===== config.mk =====
export PLATFORM = sky130hd
export DESIGN_NAME = proc_control_unit_flat
export DESIGN_NICKNAME = d
export VERILOG_FILES = /design/src/rtl/proc_pkg.sv /design/src/rtl/proc_control_unit_if.sv /design/src/rtl/step_sync.sv /design/src/rtl/proc_control_unit.sv /design/src/flat_wrapper.sv
export SDC_FILE = /design/constraint.sdc
export NUM_CORES = 1
export LEC_CHECK = 0
export ABC_AREA = 1
export BUFFER_PORTS_ARGS = -buffer_cell sky130_fd_sc_hd__buf_2
export CORE_MARGIN = 8
export CORE_UTILIZATION = 30
export CTS_BUF_LIST = sky130_fd_sc_hd__clkbuf_16
export DETAILED_ROUTE_END_ITERATION = 6
export PLACE_DENSITY_LB_ADDON = 0.05
export SETUP_SLACK_MARGIN = 0.2
export SYNTH_ARGS = -nofsm -noshare
export SYNTH_HDL_FRONTEND = slang
export SYNTH_HIERARCHICAL = 1
export SYNTH_SLANG_ARGS = --single-unit

===== constraint.sdc =====
create_clock -name Clk -period 1.2 [get_ports Clk]
set_input_delay 0.12 -clock Clk [delete_from_list [all_inputs] [get_ports Clk]]
set_output_delay 0.12 -clock Clk [all_outputs]
set_load 0.02 [all_outputs]

===== src/rtl/proc_pkg.sv =====
// Shared constants, state encoding and opcode decode for the lab processor control unit.
package proc_pkg;

    localparam int unsigned PC_W = 8;
    localparam int unsigned RA_W = 4;
    localparam int unsigned IR_W = 16;

    localparam logic [3:0] OP_NOOP  = 4'd0;
    localparam logic [3:0] OP_STORE = 4'd1;
    localparam logic [3:0] OP_LOAD  = 4'd2;
    localparam logic [3:0] OP_ADD   = 4'd3;
    localparam logic [3:0] OP_SUB   = 4'd4;
    localparam logic [3:0] OP_HALT  = 4'd5;

    localparam logic [2:0] ALU_PASS = 3'd0;
    localparam logic [2:0] ALU_ADD  = 3'd1;
    localparam logic [2:0] ALU_SUB  = 3'd2;

    localparam logic RF_S_ALU = 1'b0;
    localparam logic RF_S_RAM = 1'b1;

    // Codes are shown on the board's hex display, so they are fixed.
    typedef enum logic [3:0] {
        StInit   = 4'd0,
        StFetch  = 4'd1,
        StDecode = 4'd2,
        StNoop   = 4'd3,
        StLoadA  = 4'd4,
        StLoadB  = 4'd5,
        StStore  = 4'd6,
        StAdd    = 4'd7,
        StSub    = 4'd8,
        StHalt   = 4'd9
    } state_e;

    function automatic state_e op_to_state(input logic [3:0] op);
        state_e st;
        case (op)
            OP_STORE: st = StStore;
            OP_LOAD:  st = StLoadA;
            OP_ADD:   st = StAdd;
            OP_SUB:   st = StSub;
            OP_HALT:  st = StHalt;
            default:  st = StNoop;
        endcase
        return st;
    endfunction

endpackage


===== src/rtl/proc_control_unit_if.sv =====
// Controller-to-datapath bundle: instruction in, strobes/addresses and state code out.
interface proc_control_unit_if
    import proc_pkg::*;
#(
    parameter int unsigned P_PC_W = PC_W,
    parameter int unsigned P_RA_W = RA_W,
    parameter int unsigned P_IR_W = IR_W
);
    logic [P_IR_W-1:0] IR;
    logic              PC_clr;
    logic              PC_up;
    logic              IR_ld;
    logic [P_PC_W-1:0] D_addr;
    logic              D_wr;
    logic              RF_s;
    logic [P_RA_W-1:0] RF_W_addr;
    logic              RF_W_wr;
    logic [P_RA_W-1:0] RF_Ra_addr;
    logic [P_RA_W-1:0] RF_Rb_addr;
    logic [2:0]        ALU_s0;
    logic [3:0]        StateO;

    modport master (
        input  IR,
        output PC_clr, PC_up, IR_ld, D_addr, D_wr, RF_s, RF_W_addr, RF_W_wr,
               RF_Ra_addr, RF_Rb_addr, ALU_s0, StateO
    );

    modport slave (
        output IR,
        input  PC_clr, PC_up, IR_ld, D_addr, D_wr, RF_s, RF_W_addr, RF_W_wr,
               RF_Ra_addr, RF_Rb_addr, ALU_s0, StateO
    );
endinterface


===== src/rtl/step_sync.sv =====
// Two-flop synchronizer and falling-edge detector for an active-low step pushbutton.
module step_sync (
    input  logic clk_i,
    input  logic rst_ni,
    input  logic btn_ni,
    output logic pulse_o
);
    logic [1:0] sync_q;
    logic       prev_q;

    // Reset to "released" so a button held through reset does not fire a step.
    always_ff @(posedge clk_i or negedge rst_ni) begin
        if (!rst_ni) begin
            sync_q <= 2'b11;
            prev_q <= 1'b1;
        end else begin
            sync_q <= {sync_q[0], btn_ni};
            prev_q <= sync_q[1];
        end
    end

    assign pulse_o = prev_q & ~sync_q[1];
endmodule


===== src/rtl/proc_control_unit.sv =====
// Moore control FSM for the 16-bit lab processor. Define PROC_CTRL_STEP_EN to add the
// single-step pushbutton input (Step) that gates each Fetch.
module proc_control_unit
    import proc_pkg::*;
(
    input  logic Clk,
    input  logic Reset,
`ifdef PROC_CTRL_STEP_EN
    input  logic Step,
`endif
    proc_control_unit_if.master bus
);
    state_e     state_q, state_d;
    logic       fetch_go;
    logic [3:0] opcode;

    assign opcode = bus.IR[15:12];

`ifdef PROC_CTRL_STEP_EN
    step_sync u_step_sync (
        .clk_i   (Clk),
        .rst_ni  (Reset),
        .btn_ni  (Step),
        .pulse_o (fetch_go)
    );
`else
    assign fetch_go = 1'b1;
`endif

    always_comb begin
        state_d = StInit;
        case (state_q)
            StInit:   state_d = StFetch;
            StFetch:  state_d = fetch_go ? StDecode : StFetch;
            StDecode: state_d = op_to_state(opcode);
            StNoop:   state_d = StFetch;
            StStore:  state_d = StFetch;
            StLoadA:  state_d = StLoadB;
            StLoadB:  state_d = StFetch;
            StAdd:    state_d = StFetch;
            StSub:    state_d = StFetch;
            StHalt:   state_d = StHalt;
            default:  state_d = StInit;
        endcase
    end

    always_ff @(posedge Clk or negedge Reset) begin
        if (!Reset) state_q <= StInit;
        else        state_q <= state_d;
    end

    // Outputs follow the current state and IR only; anything not driven below stays 0.
    always_comb begin
        bus.PC_clr     = 1'b0;
        bus.PC_up      = 1'b0;
        bus.IR_ld      = 1'b0;
        bus.D_addr     = '0;
        bus.D_wr       = 1'b0;
        bus.RF_s       = RF_S_ALU;
        bus.RF_W_addr  = '0;
        bus.RF_W_wr    = 1'b0;
        bus.RF_Ra_addr = '0;
        bus.RF_Rb_addr = '0;
        bus.ALU_s0     = ALU_PASS;
        case (state_q)
            StInit: bus.PC_clr = 1'b1;
            StFetch: begin
                bus.IR_ld = fetch_go;
                bus.PC_up = fetch_go;
            end
            StDecode: begin
                bus.D_addr     = bus.IR[7:0];
                bus.RF_Ra_addr = bus.IR[7:4];
                bus.RF_Rb_addr = bus.IR[3:0];
            end
            StStore: begin
                bus.D_addr     = bus.IR[7:0];
                bus.RF_Ra_addr = bus.IR[11:8];
                bus.ALU_s0     = ALU_PASS;
                bus.D_wr       = 1'b1;
            end
            StLoadA: bus.D_addr = bus.IR[7:0];
            StLoadB: begin
                bus.D_addr    = bus.IR[7:0];
                bus.RF_s      = RF_S_RAM;
                bus.RF_W_addr = bus.IR[11:8];
                bus.RF_W_wr   = 1'b1;
            end
            StAdd, StSub: begin
                bus.RF_Ra_addr = bus.IR[7:4];
                bus.RF_Rb_addr = bus.IR[3:0];
                bus.ALU_s0     = (state_q == StAdd) ? ALU_ADD : ALU_SUB;
                bus.RF_s       = RF_S_ALU;
                bus.RF_W_addr  = bus.IR[11:8];
                bus.RF_W_wr    = 1'b1;
            end
            default: ;
        endcase
    end

    assign bus.StateO = state_q;
endmodule


===== src/flat_wrapper.sv =====
// flat-port wrapper written by rule: the top's interface ports become plain ports
module proc_control_unit_flat import proc_pkg::*;
  (Clk, Reset, bus_IR, bus_PC_clr, bus_PC_up, bus_IR_ld, bus_D_addr, bus_D_wr, bus_RF_s, bus_RF_W_addr, bus_RF_W_wr, bus_RF_Ra_addr, bus_RF_Rb_addr, bus_ALU_s0, bus_StateO);
  proc_control_unit_if bus_i ();
  input  logic Clk;
  input  logic Reset;
  input wire logic [$bits(bus_i.IR)-1:0] bus_IR;
  output wire logic [$bits(bus_i.PC_clr)-1:0] bus_PC_clr;
  output wire logic [$bits(bus_i.PC_up)-1:0] bus_PC_up;
  output wire logic [$bits(bus_i.IR_ld)-1:0] bus_IR_ld;
  output wire logic [$bits(bus_i.D_addr)-1:0] bus_D_addr;
  output wire logic [$bits(bus_i.D_wr)-1:0] bus_D_wr;
  output wire logic [$bits(bus_i.RF_s)-1:0] bus_RF_s;
  output wire logic [$bits(bus_i.RF_W_addr)-1:0] bus_RF_W_addr;
  output wire logic [$bits(bus_i.RF_W_wr)-1:0] bus_RF_W_wr;
  output wire logic [$bits(bus_i.RF_Ra_addr)-1:0] bus_RF_Ra_addr;
  output wire logic [$bits(bus_i.RF_Rb_addr)-1:0] bus_RF_Rb_addr;
  output wire logic [$bits(bus_i.ALU_s0)-1:0] bus_ALU_s0;
  output wire logic [$bits(bus_i.StateO)-1:0] bus_StateO;
  assign bus_i.IR = bus_IR;
  assign bus_PC_clr = bus_i.PC_clr;
  assign bus_PC_up = bus_i.PC_up;
  assign bus_IR_ld = bus_i.IR_ld;
  assign bus_D_addr = bus_i.D_addr;
  assign bus_D_wr = bus_i.D_wr;
  assign bus_RF_s = bus_i.RF_s;
  assign bus_RF_W_addr = bus_i.RF_W_addr;
  assign bus_RF_W_wr = bus_i.RF_W_wr;
  assign bus_RF_Ra_addr = bus_i.RF_Ra_addr;
  assign bus_RF_Rb_addr = bus_i.RF_Rb_addr;
  assign bus_ALU_s0 = bus_i.ALU_s0;
  assign bus_StateO = bus_i.StateO;
  proc_control_unit u_core (.Clk(Clk), .Reset(Reset), .bus(bus_i));
endmodule

==> results.py <==
metrics = {
    "logic_synthesis": {
        "ys_ff_latch": 4,
        "syn-mean-instance-area_um2": 5.05,
        "syn_area_um2": 556,
        "yosysWarningCount": 6,
        "syn-num-nets": 128,
        "syn_inst": 110,
        "yosysUniqueCellTypes": 15,
        "ys_seq_area_frac": 0.180,
    },
    "route": {
        "routed_wl_um": 3040,
        "drc": 0,
        "vias": 924,
        "drt_iter0_drc": 22,
        "avgViaCountPerCell": 4.46,
        "drt_pre_antenna_iters": 4,
        "wire_per_inst_um": 14.7,
        "ant_nets": 0,
    },
    "worst_setup_path": {
        "regToRegEndpoint": "u_core/bus.StateO[0]",
        "path_delay_family": "simple AND/OR/NAND/NOR gates",
        "max_stage_delay_ns": 0.46,
        "crit_fanout": 8,
        "cp-end-kind": "output pin",
        "cp-start-kind": "register",
        "critPathSlowestCell": "dfrtp_2",
        "cp.arrival_ns": 1.44,
        "cp.required_ns": 1.08,
        "r2r_slack_ns": -0.06,
        "r2r_start": "u_core/bus.StateO[1]",
        "crit_chain": "nor2_4, nand3_4, nand3_4, nand2_2, nand2_2, buf_6",
        "crit_buf_inv": 1,
        "reg2reg_depth": 7,
        "crit_type": "register to output pin",
    },
    "clock_network": {
        "htree_levels": 1,
        "clkLatencyLatePin_ns": 0.23,
        "clock-root-buffer": "clkbuf_16",
        "cts_buffer_depth": 2,
        "cts_buffers": 3,
        "cts.sinks": 4,
        "clkTransAtPathRegs_ns": 0.03,
        "cts_tree": "built",
    },
    "sta": {
        "max_freq_mhz": 639,
        "rsz0062_at_grt": "yes",
        "skew_ns": 0.00326,
        "hold_viol": 0,
        "hold_ws_ns": 0.250,
        "min_period_ns": 1.56,
        "period_share": 1.30,
        "finalMaxSlewViolations": 0,
        "setup_viol_count_final": 31,
        "fin_ws_ns": -0.364,
    },
    "floorplan": {
        "die_h_um": 59.0,
        "die_x_um": 59.0,
        "io_pins": 51,
        "rows": 15,
        "design.core.area_um2": 1730,
        "start_util": 0.322,
        "dieArea_um2": 3480,
    },
    "placement": {
        "hpwl_um": 1860,
        "dpl-instance-area_um2": 1010,
        "gp_congestion": 0.719,
        "io_buffers": 49,
        "place_inst": 190,
    },
    "grt": {
        "use_met1": 0.166,
        "grt_pass1_wl_um": 4440,
        "use_met3": 0.0607,
        "met2_usage": 0.302,
        "antenna_found_initial": 0,
        "grt_pass1_vias": 960,
        "grt_max_degree": 9,
        "track_usage": 0.166,
        "grt.busiest_layer": "met2",
        "overflow": 0,
    },
    "finish": {
        "antenna_cells": 0,
        "layout_commonest_cell": "buf_6",
        "synthToLayoutAreaGrowth_pct": 164,
        "largest_register_ffs": 4,
        "drive_above_1_share": 0.725,
        "final_cell_count_no_fill": 207,
        "fillCellCount": 110,
        "num-nets-final": 202,
        "final_cell_mix": "buf_6 (33), nand2_1 (23), buf_4 (19)",
        "design_area_um2": 1460,
    },
    "hold_path": {
        "min_from": "bus_IR[14]",
        "min_to": "u_core/bus.StateO[3]",
        "hold_depth": 3,
        "hp-class": "input port to register",
    },
    "run_status": {
        "status": "complete, but fails checks",
        "violations": "negative setup slack",
    },
    "run": {
        "maxCapViolations": 0,
    },
    "power_and_ir_drop": {
        "ir_drop_v": 0.00175,
        "power.leakage_nw": 0.856,
        "power_density_nw_per_um2": 2380,
    },
}
[area by class of cell]
class | instances | area [um^2] | area share
clock buffers | 3 | 75.1 | 0.0513
inverters | 32 | 130 | 0.0889
multi-input cells | 72 | 508 | 0.347
flip-flops and latches | 4 | 105 | 0.0718
well taps | 25 | 31.3 | 0.0214
repair buffers | 71 | 614 | 0.420
[power breakdown]
part	switching [mW]	leakage (nW)	internal [mW]
combinational	1.43	0.773	1.21
clock	0.102	0.0370	0.426
sequential	0.119	0.0459	0.191
total	1.65	0.856	1.83
[cell families after synthesis]
family	Yosys count	synth area share
flip-flops	4	0.180
AND/OR/NAND/NOR	65	0.509
XOR/XNOR	1	0.0158
buffers and inverters	34	0.243
AO/OA/AOI/OAI	5	0.0450
other	1	0.00675
[tightest hold or removal path: stages]
cell and delay, ns:
buf_2 0.12, nand3_1 0.12, o21ai_1 0.08
[stage by stage]
step	util	total power, mW	setup slack (ns)	TNS [ns]
floorplan	-	1.48	0.00796	0
CTS	0.786	3.09	-0.299	-6.92
global placement	0.585	2.01	-0.0671	-0.722
finish	0.848	3.48	-0.364	-8.56
global route	0.848	3.66	-0.417	-10.29
detailed placement	0.585	2.04	-0.0918	-1.09
[cell usage after synthesis]
library cell  instances  area share
conb_1                1      0.0068
dfrtp_1               4        0.18
nand3_1               3       0.027
nand2_2               2       0.023
buf_4                 2       0.027
nand2_1              38        0.26
xor2_1                1       0.016
inv_2                 2       0.014
nand3_2               2       0.036
o21ai_0               5       0.045
nor2_2                1       0.011
nor2_1               17        0.11
nor3_1                1      0.0090
nand3_4               1       0.032
inv_1                30        0.20
[repair_timing]
| action | in CTS | in global routing |
|---|---|---|
| endpoints found under the hold margin | 4 | 0 |
| endpoints found under the setup margin | 34 | 35 |
| cloned | 0 | 0 |
| hold buffers | 1 | 0 |
| pin swaps | 12 | 13 |
| buffers inserted | 7 | 6 |
| gates resized for setup | 71 | 19 |
[per-layer routing]
metal  vias to the layer above  share of wire
met3                         7          0.071
met4                         0          0.012
met1                       423           0.38
li1                        458              -
met2                        36           0.54
met5                         -              0
[worst max-delay path by stage]
stage	depth (start not counted)	to	from	slack, ns
detailed placement	6	bus_RF_Ra_addr[0]	u_core/bus.StateO[1]	-0.09
CTS	6	bus_RF_Ra_addr[0]	u_core/bus.StateO[0]	-0.30
global placement	6	bus_RF_Ra_addr[1]	u_core/bus.StateO[0]	-0.07
global route	6	bus_RF_Ra_addr[0]	u_core/bus.StateO[1]	-0.42
finish	6	bus_RF_Ra_addr[0]	u_core/bus.StateO[1]	-0.36
floorplan	5	bus_RF_W_addr[0]	u_core/bus.StateO[1]	0.008
No activity file was read; power rests on OpenSTA's default activity.
